==> config.mk <==
export PLATFORM = sky130hd
export DESIGN_NAME = raster_stream_tracker
export DESIGN_NICKNAME = d
export VERILOG_FILES = /design/src/rtl/raster_pkg.sv /design/src/rtl/raster_stream_tracker_out_reg.sv /design/src/rtl/raster_stream_tracker.sv
export SDC_FILE = /design/constraint.sdc
export NUM_CORES = 1
export LEC_CHECK = 0
export ABC_CLOCK_PERIOD_IN_PS = 5800
export CELL_PAD_IN_SITES_DETAIL_PLACEMENT = 1
export CELL_PAD_IN_SITES_GLOBAL_PLACEMENT = 1
export CORE_ASPECT_RATIO = 0.9
export CORE_MARGIN = 2
export CORE_UTILIZATION = 33
export DETAILED_ROUTE_END_ITERATION = 7
export HOLD_SLACK_MARGIN = 0.08
export PLACE_DENSITY = 0.95
export SETUP_SLACK_MARGIN = 0.02
export SYNTH_ARGS = -nofsm -noshare
export SYNTH_HDL_FRONTEND = slang
export SYNTH_SLANG_ARGS = --single-unit
==> constraint.sdc <==
create_clock -name clock -period 5.8 [get_ports clock]
set_clock_uncertainty 0.05 [all_clocks]
set_input_delay 1.16 -clock clock [delete_from_list [all_inputs] [get_ports clock]]
set_output_delay 1.16 -clock clock [all_outputs]
set_load 0.02 [all_outputs]
==> src/rtl/raster_pkg.sv <==
// Shared types for the raster stream receive path: tracker states, framing error codes
// and default frame geometry used for the coordinate index types.
package raster_pkg;
  localparam int INPUT_WIDTH      = 4;
  localparam int INPUT_HEIGHT     = 3;
  localparam int INPUT_WIDTH_LOG  = 2;
  localparam int INPUT_HEIGHT_LOG = 2;
  localparam int PIXEL_W          = 16;

  typedef enum logic [1:0] {IDLE, FRAME, DROP} state_t;

  typedef enum logic [1:0] {
    ERR_NONE      = 2'd0,
    ERR_NO_SOF    = 2'd1,
    ERR_EARLY_SOF = 2'd2,
    ERR_LINE_LEN  = 2'd3
  } err_t;

  typedef logic [INPUT_WIDTH_LOG-1:0]  x_idx_t;
  typedef logic [INPUT_HEIGHT_LOG-1:0] y_idx_t;
endpackage

==> src/rtl/raster_stream_tracker_out_reg.sv <==
// Single-entry valid/ready pipeline register; refills in the same cycle it drains, so a
// continuous stream passes at full rate with one cycle of latency.
module stream_out_reg #(
  parameter int W = 8
) (
  input  logic         clock,
  input  logic         reset,
  input  logic         in_valid,
  output logic         in_ready,
  input  logic [W-1:0] in_payload,
  output logic         out_valid,
  input  logic         out_ready,
  output logic [W-1:0] out_payload
);
  assign in_ready = !out_valid || out_ready;

  always_ff @(posedge clock) begin
    if (reset) begin
      out_valid   <= 1'b0;
      out_payload <= '0;
    end else if (in_ready) begin
      out_valid <= in_valid;
      if (in_valid) out_payload <= in_payload;
    end
  end
endmodule

==> src/rtl/raster_stream_tracker.sv <==
// Receive-side raster tracker: rebuilds (x,y) for each pixel beat from SOF/EOL tags,
// checks framing, drops beats until the next SOF after an error, and registers the output.
module raster_stream_tracker
  import raster_pkg::*;
#(
  parameter int WIDTH  = INPUT_WIDTH,
  parameter int HEIGHT = INPUT_HEIGHT,
  parameter int X_W    = INPUT_WIDTH_LOG,
  parameter int Y_W    = INPUT_HEIGHT_LOG,
  parameter int DATA_W = PIXEL_W
) (
  input  logic              clock,
  input  logic              reset,
  input  logic              in_valid,
  output logic              in_ready,
  input  logic [DATA_W-1:0] in_data,
  input  logic              in_sof,
  input  logic              in_eol,
  output logic              out_valid,
  input  logic              out_ready,
  output logic [DATA_W-1:0] out_data,
  output logic [X_W-1:0]    out_x,
  output logic [Y_W-1:0]    out_y,
  output logic              out_first_col,
  output logic              out_last_col,
  output logic              out_last_pix,
  output logic              frame_done,
  output logic              err_pulse,
  output logic [1:0]        err_code,
  output state_t            tracker_state
);
  localparam int PW = DATA_W + X_W + Y_W + 3;
  localparam logic [X_W-1:0] X_LAST = X_W'(WIDTH - 1);
  localparam logic [Y_W-1:0] Y_LAST = Y_W'(HEIGHT - 1);

  // Handshake: a beat moves on either side only in a cycle where valid && ready are both
  // high; ready never depends on valid, and a held output beat stays frozen until taken.
  state_t         state_q, state_d;
  logic [X_W-1:0] x_q, x_d, pos_x;
  logic [Y_W-1:0] y_q, y_d, pos_y;
  logic           accept, fwd, done_d, last_col;
  err_t           err_d;
  logic [PW-1:0]  beat;

  assign accept        = in_valid && in_ready;
  assign tracker_state = state_q;
  assign last_col      = (pos_x == X_LAST);
  assign beat = {in_data, pos_x, pos_y, pos_x == '0, last_col, last_col && (pos_y == Y_LAST)};

  always_comb begin
    state_d = state_q;
    x_d     = x_q;
    y_d     = y_q;
    fwd     = 1'b0;
    done_d  = 1'b0;
    err_d   = ERR_NONE;
    pos_x   = in_sof ? '0 : x_q;
    pos_y   = in_sof ? '0 : y_q;
    if (accept) begin
      if (!in_sof && state_q != FRAME) begin
        state_d = DROP;
        x_d     = '0;
        y_d     = '0;
        if (state_q == IDLE) err_d = ERR_NO_SOF;
      end else begin
        fwd = 1'b1;
        if (in_sof && state_q == FRAME) err_d = ERR_EARLY_SOF;
        // A beat at the wrong place relative to EOL is still forwarded, then we resync.
        if (last_col != in_eol) begin
          state_d = DROP;
          x_d     = '0;
          y_d     = '0;
          if (err_d == ERR_NONE) err_d = ERR_LINE_LEN;
        end else if (last_col && pos_y == Y_LAST) begin
          state_d = IDLE;
          x_d     = '0;
          y_d     = '0;
          done_d  = 1'b1;
        end else if (last_col) begin
          state_d = FRAME;
          x_d     = '0;
          y_d     = pos_y + 1'b1;
        end else begin
          state_d = FRAME;
          x_d     = pos_x + 1'b1;
          y_d     = pos_y;
        end
      end
    end
  end

  always_ff @(posedge clock) begin
    if (reset) begin
      state_q    <= IDLE;
      x_q        <= '0;
      y_q        <= '0;
      frame_done <= 1'b0;
      err_pulse  <= 1'b0;
      err_code   <= 2'd0;
    end else begin
      state_q    <= state_d;
      x_q        <= x_d;
      y_q        <= y_d;
      frame_done <= done_d;
      err_pulse  <= (err_d != ERR_NONE);
      err_code   <= err_d;
    end
  end

  logic [PW-1:0] out_payload;

  stream_out_reg #(.W(PW)) u_out_reg (
    .clock       (clock),
    .reset       (reset),
    .in_valid    (fwd),
    .in_ready    (in_ready),
    .in_payload  (beat),
    .out_valid   (out_valid),
    .out_ready   (out_ready),
    .out_payload (out_payload)
  );

  assign {out_data, out_x, out_y, out_first_col, out_last_col, out_last_pix} = out_payload;
endmodule

==> impl_metrics.csv, run 1 <==
group,metric,value,unit
outcome,status,"completed",
worst_setup_path,crit_buf_inv,2,
power,switchingPower,0.128,mW
clocking,cts_tree,"done",
die,dieArea,4660,sq um
worst_setup_path,path_delay_family,"buffers and inverters",
routing,vias_per_cell,4.95,
die,die_h,64.9,microns
synth,syn_area_per_cell,8.62,sq um
job,maxCapViolCount,0,
synth,seq_area_frac_synth,0.500,
placement,io_buffers,52,
worst_setup_path,cpMaxStageDelayCell,"clkdlybuf4s50_1",
routing,final_antenna_net_count,0,
power,leakagePower,0.685,nW
timing,hold_violations,0,
timing,fmax,263,MHz
clocking,cts_sinks,34,
power,intPower,0.375,mW
synth,yosys.cell_types.count,34,
synth,yosys_warnings,0,
die,num_rows,22,
timing,fin_crit,3.80,ns
die,pin_count,53,
synth,netlist_area,1360,sq um
routing,drt_drc_violations_left,0,
grt,grt_pass1_vias,1268,
timing,setup_viol,0,
grt,grt_max_degree,36,
timing,slew_violations,0,
routing,dr.pass1.iters,3,
worst_setup_path,worst_setup_path_start_kind,"primary input",
power,power_frac_seq,0.492,
synth,ys_seq_elements,34,
worst_setup_path,path_cells,"clkdlybuf4s50_1 > nand2b_1 > clkdlybuf4s50_1",
timing,setup_tns,0,ns
power,p_clk_frac,0.354,
clocking,cts_root_buf,"clkbuf_8",
synth,synthCells,158,
clocking,htreeDepth,2,
clocking,insertion_delay,0.27,ns
timing,finalCritPeriodShare,0.655,
worst_setup_path,critPathArrivalTime,2.59,ns
grt,grt_first_pass_wirelength,6.03,mm
die,die_w,71.7,microns
synth,synth_edf_count,0,
routing,wl_per_cell,13.9,microns
clocking,numCtsBuffers,5,
placement,place_inst,249,
worst_setup_path,crit_path_max_fanout,7,
cells_and_area,area_growth,45.5,%
worst_setup_path,cpPeakStageDelay,0.67,ns
clocking,cts.clk_slew.worst_paths,0.07,ns
worst_hold_path,hp-class,"reg -> reg",
power,p_sw_frac,0.254,
cells_and_area,num_antenna_cells,0,
cells_and_area,final_cells,257,
placement,dp_hpwl,2.44,mm
die,start_util,0.339,
clocking,hold_buffers,0,
worst_setup_path,crit_required,4.59,ns
power,ir_drop,140,uV
synth,async_flop_share,0,
clocking,ctsResizeCount,0,
power,p_per_area,254,nW/um^2
timing,rsz0062_at_grt,"false",
timing,tightest_slew,0.733,ns
routing,vias,1272,
grt,antenna_found_initial,0,
grt,grtUsageTotal,0.162,
clocking,postCtsSetupBuffers,0,
timing,slew_headroom,0.509,
routing,drtIter0Drc,53,
worst_setup_path,endpoint_kind,"output port",
worst_setup_path,path_common_cell,"clkdlybuf4s50_1",
clocking,clockBufferDepth,2,
synth,synth_nets,181,
routing,finalWirelength,3.57,mm
power,p_comb_frac,0.154,
worst_setup_path,path_class,"in -> out",
cells_and_area,final_util,0.493,
cells_and_area,drive_above_1_share,0.0670,
placement,gp_congestion,0.749,
die,core-area,4020,sq um
synth,dominantRegCellSynth,"dfxtp_1",
cells_and_area,fin_nets,231,
grt,grt-ovfl-total,0,
kinds of logic (layout without fill, tap and decap cells):
logic type | after synthesis | after routing | synth area share
buffers and inverters | 12 | 63 | 0.0496
adder cells (fa/ha/maj) | 1 | 1 | 0.00919
AO/OA/AOI/OAI | 43 | 43 | 0.210
flip-flops | 34 | 34 | 0.500
XOR/XNOR | 1 | 1 | 0.0120
AND/OR/NAND/NOR | 67 | 67 | 0.219
cells in the mapped netlist, drive strengths merged, types with 2 or more instances:
library cell / instances / share of area
o21ai: 2 / 0.0073
nand2: 47 / 0.13
a21oi: 28 / 0.11
dfxtp: 34 / 0.50
a211oi: 3 / 0.017
or3: 2 / 0.0092
inv: 2 / 0.0055
nand3: 3 / 0.011
o41ai: 2 / 0.013
nor4b: 2 / 0.013
clkbuf: 3 / 0.0083
nand3b: 2 / 0.011
o211ai: 2 / 0.021
nor2: 5 / 0.014
nor2b: 2 / 0.0092
buf: 7 / 0.036
worst paths after layout:
check / from / to / slack, ns / cells after the start
max reg2reg: x_q[0]$_SDFFE_PP0P_ / err_code[0]$_SDFF_PP0_ / 3.78 / 5
max: out_ready / in_ready / 2.00 / 3
min: u_out_reg.out_payload[12]$_SDFFE_PP0P_ / u_out_reg.out_payload[12]$_SDFFE_PP0P_ / 0.41 / 2
min reg2reg: u_out_reg.out_payload[12]$_SDFFE_PP0P_ / u_out_reg.out_payload[12]$_SDFFE_PP0P_ / 0.41 / 2
sequential cells by signal (all words and copies together) (netlist names):
| signal | cells |
|---|---|
| y_q | 2 |
| frame_done | 1 |
| x_q | 2 |
| tracker_state | 2 |
| err_code | 2 |
| u_out_reg.out_payload | 23 |
| u_out_reg.out_valid | 1 |
| err_pulse | 1 |
power groups by stage:
stage	registers [mW]	clock network, mW	logic (mW)
2_1_floorplan	0.263	0	0.0300
3_3_place_gp	0.252	0	0.0762
3_5_place_dp	0.253	0	0.0780
4_1_cts	0.248	0.182	0.0785
5_1_grt	0.249	0.194	0.0844
6_report	0.247	0.178	0.0775
worst reg2reg max path: stages, from the launching register on:
cell       delay [ns]
dfxtp_1          0.36
nor2b_1          0.33
ha_1             0.29
xor2_2           0.39
o21ai_1          0.15
a2111oi_2        0.36
cell usage in the layout (no fill, tap or decap), drive strengths merged:
cell type / instances
clkdlybuf4s50: 52
nand2: 47
dfxtp: 34
a21oi: 28
clkbuf: 7
nor2: 5
a211oi: 3
nand3: 3
nor2b: 2
inv: 2
nand3b: 2
o41ai: 2
nor4b: 2
or3: 2
o21ai: 2
o211ai: 2
nand2b: 1
xor2: 1
and2b: 1
o21bai: 1
o211a: 1
a32oi: 1
o21a: 1
nand4b: 1
a2111oi: 1
a22oi: 1
nor3: 1
ha: 1
clkinv: 1
buf: 1
area by class of cell:
type	instances	area, sq um
Clock buffer	7	86.3
Clock inverter	1	5.00
Fill cell	484	2040
Inverter	2	7.51
Multi-Input combinational cell	112	613
Sequential cell	34	681
Tap cell	48	60.1
Timing Repair Buffer	53	528
per-stage QoR:
step	cell area, sq um	hold WS (ns)	setup slack (ns)	power, mW
6_report	1980	0.406	2.00	0.503
3_5_place_dp	1890	0.396	2.00	0.331
5_1_grt	1980	0.427	1.95	0.527
4_1_cts	1980	0.406	2.00	0.509
3_3_place_gp	1890	0.391	2.04	0.329
2_1_floorplan	1360	0.419	3.11	0.293
per-layer routing:
| layer | vias to the layer above | wire [microns] | GRT usage |
|---|---|---|---|
| met1 | 595 | 1550 | 0.192 |
| met2 | 38 | 1760 | 0.287 |
| li1 | 637 | - | - |
| met4 | 0 | 10 | 0.0283 |
| met3 | 2 | 251 | 0.0544 |
| met5 | - | 0 | 0 |
Power figures use the tool's default switching activity.
==> inputs of run 2 (changes only) <==
- ABC_CLOCK_PERIOD_IN_PS: 5800 -> 3500
- CORE_UTILIZATION: 33 -> 30
- PLACE_DENSITY: 0.95 -> 0.89
- clock period: 5.8 -> 3.5 ns (I/O delays scaled with it)
==> run 2 against run 1 <==
Combinational power increased by 65%. Critical endpoint unchanged. Sequential power rose by 66%. Register-to-register slack got worse by 2.3 ns.
==> impl_metrics.csv, run 2 (synthesis gave the netlist of run 1 again) <==
group,metric,value,unit
outcome,status,"completed",
placement,gp_congestion,0.784,
timing,fmax,348,MHz
grt,grt-ovfl-total,0,
worst_setup_path,path_cells,"clkdlybuf4s50_1 > nand2b_1 > clkdlybuf4s50_1",
worst_setup_path,path_class,"in -> out",
worst_setup_path,cpPeakStageDelay,0.67,ns
clocking,insertion_delay,0.28,ns
power,ir_drop,238,uV
cells_and_area,fin_area,2010,sq um
routing,drtIter0Drc,60,
timing,rsz0062_at_grt,"false",
timing,tightest_slew,0.736,ns
timing,finalCritPeriodShare,0.820,
die,die_w,75.0,microns
worst_setup_path,path_common_cell,"clkdlybuf4s50_1",
die,pin_count,53,
clocking,hold_buffers,0,
routing,drt_drc_violations_left,0,
cells_and_area,drive_above_1_share,0.0714,
routing,finalWirelength,3.51,mm
worst_setup_path,r2r_start,"x_q[0]$_SDFFE_PP0P_",
clocking,cts_tree,"done",
worst_setup_path,crit_start,"out_ready",
routing,vias_per_cell,4.67,
cells_and_area,fin_nets,232,
clocking,cts_root_buf,"clkbuf_8",
worst_hold_path,hp-class,"reg -> reg",
cells_and_area,multi_input_area,613,sq um
placement,place_area,1910,sq um
cells_and_area,num_antenna_cells,0,
grt,grt_pass1_vias,1203,
cells_and_area,final_cell_mix,"clkdlybuf4s50_1 (52), nand2_1 (47), dfxtp_1 (34)",
clocking,clockBufferDepth,2,
die,dieArea,5090,sq um
worst_setup_path,crit_path_max_fanout,7,
worst_setup_path,worst_setup_path_start_kind,"primary input",
worst_hold_path,hp-start,"u_out_reg.out_payload[3]$_SDFFE_PP0P_",
placement,dp_hpwl,2.45,mm
clocking,ctsResizeCount,0,
die,core-area,4400,sq um
power,p_per_area,415,nW/um^2
worst_setup_path,crit_required,2.75,ns
worst_setup_path,r2r_cells,5,
worst_setup_path,endpoint_kind,"output port",
timing,setup_viol,0,
clocking,numCtsBuffers,5,
timing,setup_tns,0,ns
cells_and_area,top_register,"u_out_reg.out_payload",
power,leakagePower,0.690,nW
routing,final_antenna_net_count,0,
timing,slew_headroom,0.507,
timing,slew_violations,0,
worst_setup_path,path_delay_family,"buffers and inverters",
worst_setup_path,crit_buf_inv,2,
routing,dr.pass1.iters,3,
grt,grt_max_degree,35,
timing,fin_crit,2.87,ns
routing,wl_per_cell,12.9,microns
worst_hold_path,whs_path_depth,2,
cells_and_area,register_area,681,sq um
die,start_util,0.309,
cells_and_area,fill_cells,542,
clocking,cts.clk_slew.worst_paths,0.07,ns
placement,io_buffers,52,
cells_and_area,largest_reg_flops,23,
job,maxCapViolCount,0,
grt,antenna_found_initial,0,
clocking,htreeDepth,2,
worst_setup_path,crit_cells,3,
clocking,cts_sinks,34,
cells_and_area,area_growth,47.3,%
clocking,postCtsSetupBuffers,0,
die,die_h,67.9,microns
worst_setup_path,cpMaxStageDelayCell,"clkdlybuf4s50_1",
die,num_rows,23,
cells_and_area,final_common_cell,"clkdlybuf4s50_1",
grt,grtUsageTotal,0.146,
routing,vias,1270,
grt,grt_first_pass_wirelength,5.62,mm
worst_setup_path,critPathArrivalTime,2.12,ns
timing,hold_violations,0,
run 2: final timing paths:
kind / to / slack [ns]
setup / recovery: in_ready / 0.63
hold / removal: u_out_reg.out_payload[3]$_SDFFE_PP0P_ / 0.40
setup reg to reg: err_code[0]$_SDFF_PP0_ / 1.47
hold reg to reg: u_out_reg.out_payload[3]$_SDFFE_PP0P_ / 0.40
run 2: metal layers:
metal | global-route usage | up-vias | wire length (microns)
li1 | - | 643 | -
met1 | 0.183 | 591 | 1560
met2 | 0.237 | 34 | 1730
met3 | 0.0589 | 2 | 207
met4 | 0.0268 | 0 | 12
met5 | 0 | - | 0
run 2: report_power, final:
group          switching (mW)  internal (mW)  leakage (nW)
Combinational          0.0663         0.0621         0.364
Sequential            0.00816          0.402         0.277
Clock                   0.135          0.159        0.0482
run 2: stage by stage:
| step | hold WS [ns] | std cells | setup WS, ns | power [mW] | utilization |
|---|---|---|---|---|---|
| CTS | 0.406 | 272 | 0.631 | 0.850 | 0.456 |
| global route | 0.430 | 272 | 0.569 | 0.876 | 0.456 |
| detailed placement | 0.398 | 264 | 0.632 | 0.549 | 0.435 |
| global placement | 0.389 | 264 | 0.646 | 0.546 | 0.435 |
| finish | 0.402 | 272 | 0.629 | 0.832 | 0.456 |
| floorplan | 0.419 | 158 | 1.27 | 0.486 | - |
run 2: worst register-to-register path: stages, from the launching register on:
cell and delay, ns:
dfxtp_1 0.34, nor2b_1 0.34, ha_1 0.29, xor2_2 0.40
o21ai_1 0.15, a2111oi_2 0.37
run 2: final cells by class:
class,count,area share
Sequential cell,34,0.339
Clock inverter,1,0.00250
Tap cell,62,0.0387
Timing Repair Buffer,54,0.267
Multi-Input combinational cell,112,0.306
Clock buffer,7,0.0430
Inverter,2,0.00374
==> inputs of run 3 (changes only) <==
- ABC_CLOCK_PERIOD_IN_PS: 3500 -> 2500
- CORE_UTILIZATION: 30 -> 28
- PLACE_DENSITY: 0.89 -> 0.87
- clock period: 3.5 -> 2.5 ns (I/O delays scaled with it)
==> run 3 against run 2 <==
Die area increased by 6.7%. Hold slack better by 0.0084 ns. Wire length rose by 8.3%. Critical path depth unchanged. Total power rose by 42%. Combinational power is 45% higher. Sequential power up 40%. Sequential share of layout area shrank 0.87 points. Core utilization shrank 2.4 points. Flip-flop and latch count unchanged. Critical path type unchanged. Critical endpoint unchanged. Largest cell class unchanged. Largest power group unchanged. Highest routed layer unchanged.
==> impl_metrics.csv, run 3 (synthesis gave the netlist of run 1 again) <==
group,metric,value,unit
placement,dp_hpwl,2.77,mm
die,die_w,77.5,microns
timing,setup_tns,0,ns
clocking,postCtsSetupBuffers,0,
grt,grt_first_pass_wirelength,6.35,mm
timing,hold_violations,0,
clocking,clockBufferDepth,2,
timing,finalCritPeriodShare,0.887,
worst_setup_path,cpMaxStageDelayCell,"clkdlybuf4s50_1",
timing,rsz0062_at_grt,"false",
worst_setup_path,path_cells,"clkdlybuf4s50_1 > nand2b_1 > clkdlybuf4s50_1",
cells_and_area,final_common_cell,"clkdlybuf4s50_1",
timing,tightest_slew,0.605,ns
cells_and_area,area_growth,51.2,%
clocking,cts_sinks,34,
worst_setup_path,critPathArrivalTime,1.67,ns
worst_setup_path,crit_required,1.95,ns
clocking,cts_root_buf,"clkbuf_8",
placement,gp_congestion,0.796,
worst_setup_path,r2r_start,"x_q[1]$_SDFFE_PP0P_",
clocking,cts.clk_slew.worst_paths,0.07,ns
clocking,htreeDepth,2,
grt,grt-ovfl-total,0,
die,num_rows,24,
timing,fin_crit,2.22,ns
cells_and_area,fin_area,2060,sq um
cells_and_area,final_cell_mix,"clkdlybuf4s50_1 (52), nand2_1 (47), dfxtp_1 (34)",
grt,antenna_found_initial,0,
power,finalPower,1.19,mW
die,pin_count,53,
die,dieArea,5440,sq um
cells_and_area,multi_input_area,613,sq um
clocking,ctsResizeCount,0,
grt,grt_pass1_vias,1350,
placement,io_buffers,52,
timing,setup_viol,0,
worst_setup_path,path_class,"in -> out",
grt,grtUsageTotal,0.147,
outcome,status,"completed",
routing,dr.pass1.iters,3,
cells_and_area,drive_above_1_share,0.102,
routing,final_antenna_net_count,0,
routing,vias,1307,
die,die_h,70.2,microns
worst_hold_path,hp-class,"reg -> reg",
worst_setup_path,endpoint_kind,"output port",
routing,drtIter0Drc,46,
cells_and_area,fill_cells,550,
cells_and_area,register_area,681,sq um
timing,slew_headroom,0.591,
power,ir_drop,246,uV
routing,drt_drc_violations_left,0,
power,leakagePower,0.718,nW
routing,wl_per_cell,13.5,microns
cells_and_area,largest_reg_flops,23,
worst_setup_path,r2r_slack,0.74,ns
routing,vias_per_cell,4.65,
placement,place_area,1960,sq um
die,start_util,0.285,
cells_and_area,num_antenna_cells,0,
clocking,numCtsBuffers,5,
cells_and_area,top_register,"u_out_reg.out_payload",
timing,fmax,451,MHz
routing,finalWirelength,3.80,mm
clocking,cts_tree,"done",
worst_setup_path,worst_setup_path_start_kind,"primary input",
worst_setup_path,cpPeakStageDelay,0.61,ns
worst_hold_path,hp-start,"u_out_reg.out_payload[4]$_SDFFE_PP0P_",
worst_setup_path,path_common_cell,"clkdlybuf4s50_1",
clocking,insertion_delay,0.28,ns
grt,grt_max_degree,26,
timing,slew_violations,0,
power,p_per_area,576,nW/um^2
worst_setup_path,crit_path_max_fanout,2,
job,maxCapViolCount,0,
die,core-area,4770,sq um
cells_and_area,fin_nets,238,
clocking,hold_buffers,0,
worst_setup_path,crit_start,"out_ready",
## run 3: worst paths after layout
| kind | depth (start not counted) | endpoint |
|---|---|---|
| worst max-delay path | 3 | in_ready |
| worst min-delay path | 2 | u_out_reg.out_payload[4]$_SDFFE_PP0P_ |
| worst max register to register | 5 | err_code[0]$_SDFF_PP0_ |
| worst min register to register | 2 | u_out_reg.out_payload[4]$_SDFFE_PP0P_ |
## run 3: area by class of cell
type,count,area share
Multi-Input combinational cell,112,0.298
Clock buffer,6,0.0401
Inverter,2,0.00365
Timing Repair Buffer,60,0.282
Clock inverter,2,0.00608
Tap cell,65,0.0395
Sequential cell,34,0.331
## run 3: worst max-delay path: cells and delay by family
kind                   cells  cell delay (ns)
buffers and inverters      2             1.05
and+or+nand+nor            1             0.12
## run 3: routing by layer
| metal | GRT usage | wire length (microns) | share of wire |
|---|---|---|---|
| met3 | 0.0517 | 202 | 0.053 |
| met2 | 0.266 | 1950 | 0.51 |
| met5 | 0 | 0 | 0 |
| met1 | 0.163 | 1600 | 0.42 |
| met4 | 0.0417 | 46 | 0.012 |
## run 3: report_power, final
| part | switching (mW) | internal (mW) |
|---|---|---|
| registers | 0.0117 | 0.562 |
| logic | 0.0949 | 0.0915 |
| clock network | 0.204 | 0.221 |
## run 3: metrics by stage
step | setup WS [ns] | std cells | hold slack, ns | util
after floorplan | 0.474 | 158 | 0.419 | -
after global placement | 0.216 | 273 | 0.391 | 0.411
after detailed placement | 0.151 | 273 | 0.402 | 0.411
after CTS | 0.271 | 281 | 0.413 | 0.431
after global routing | 0.232 | 281 | 0.427 | 0.431
final | 0.283 | 281 | 0.410 | 0.431
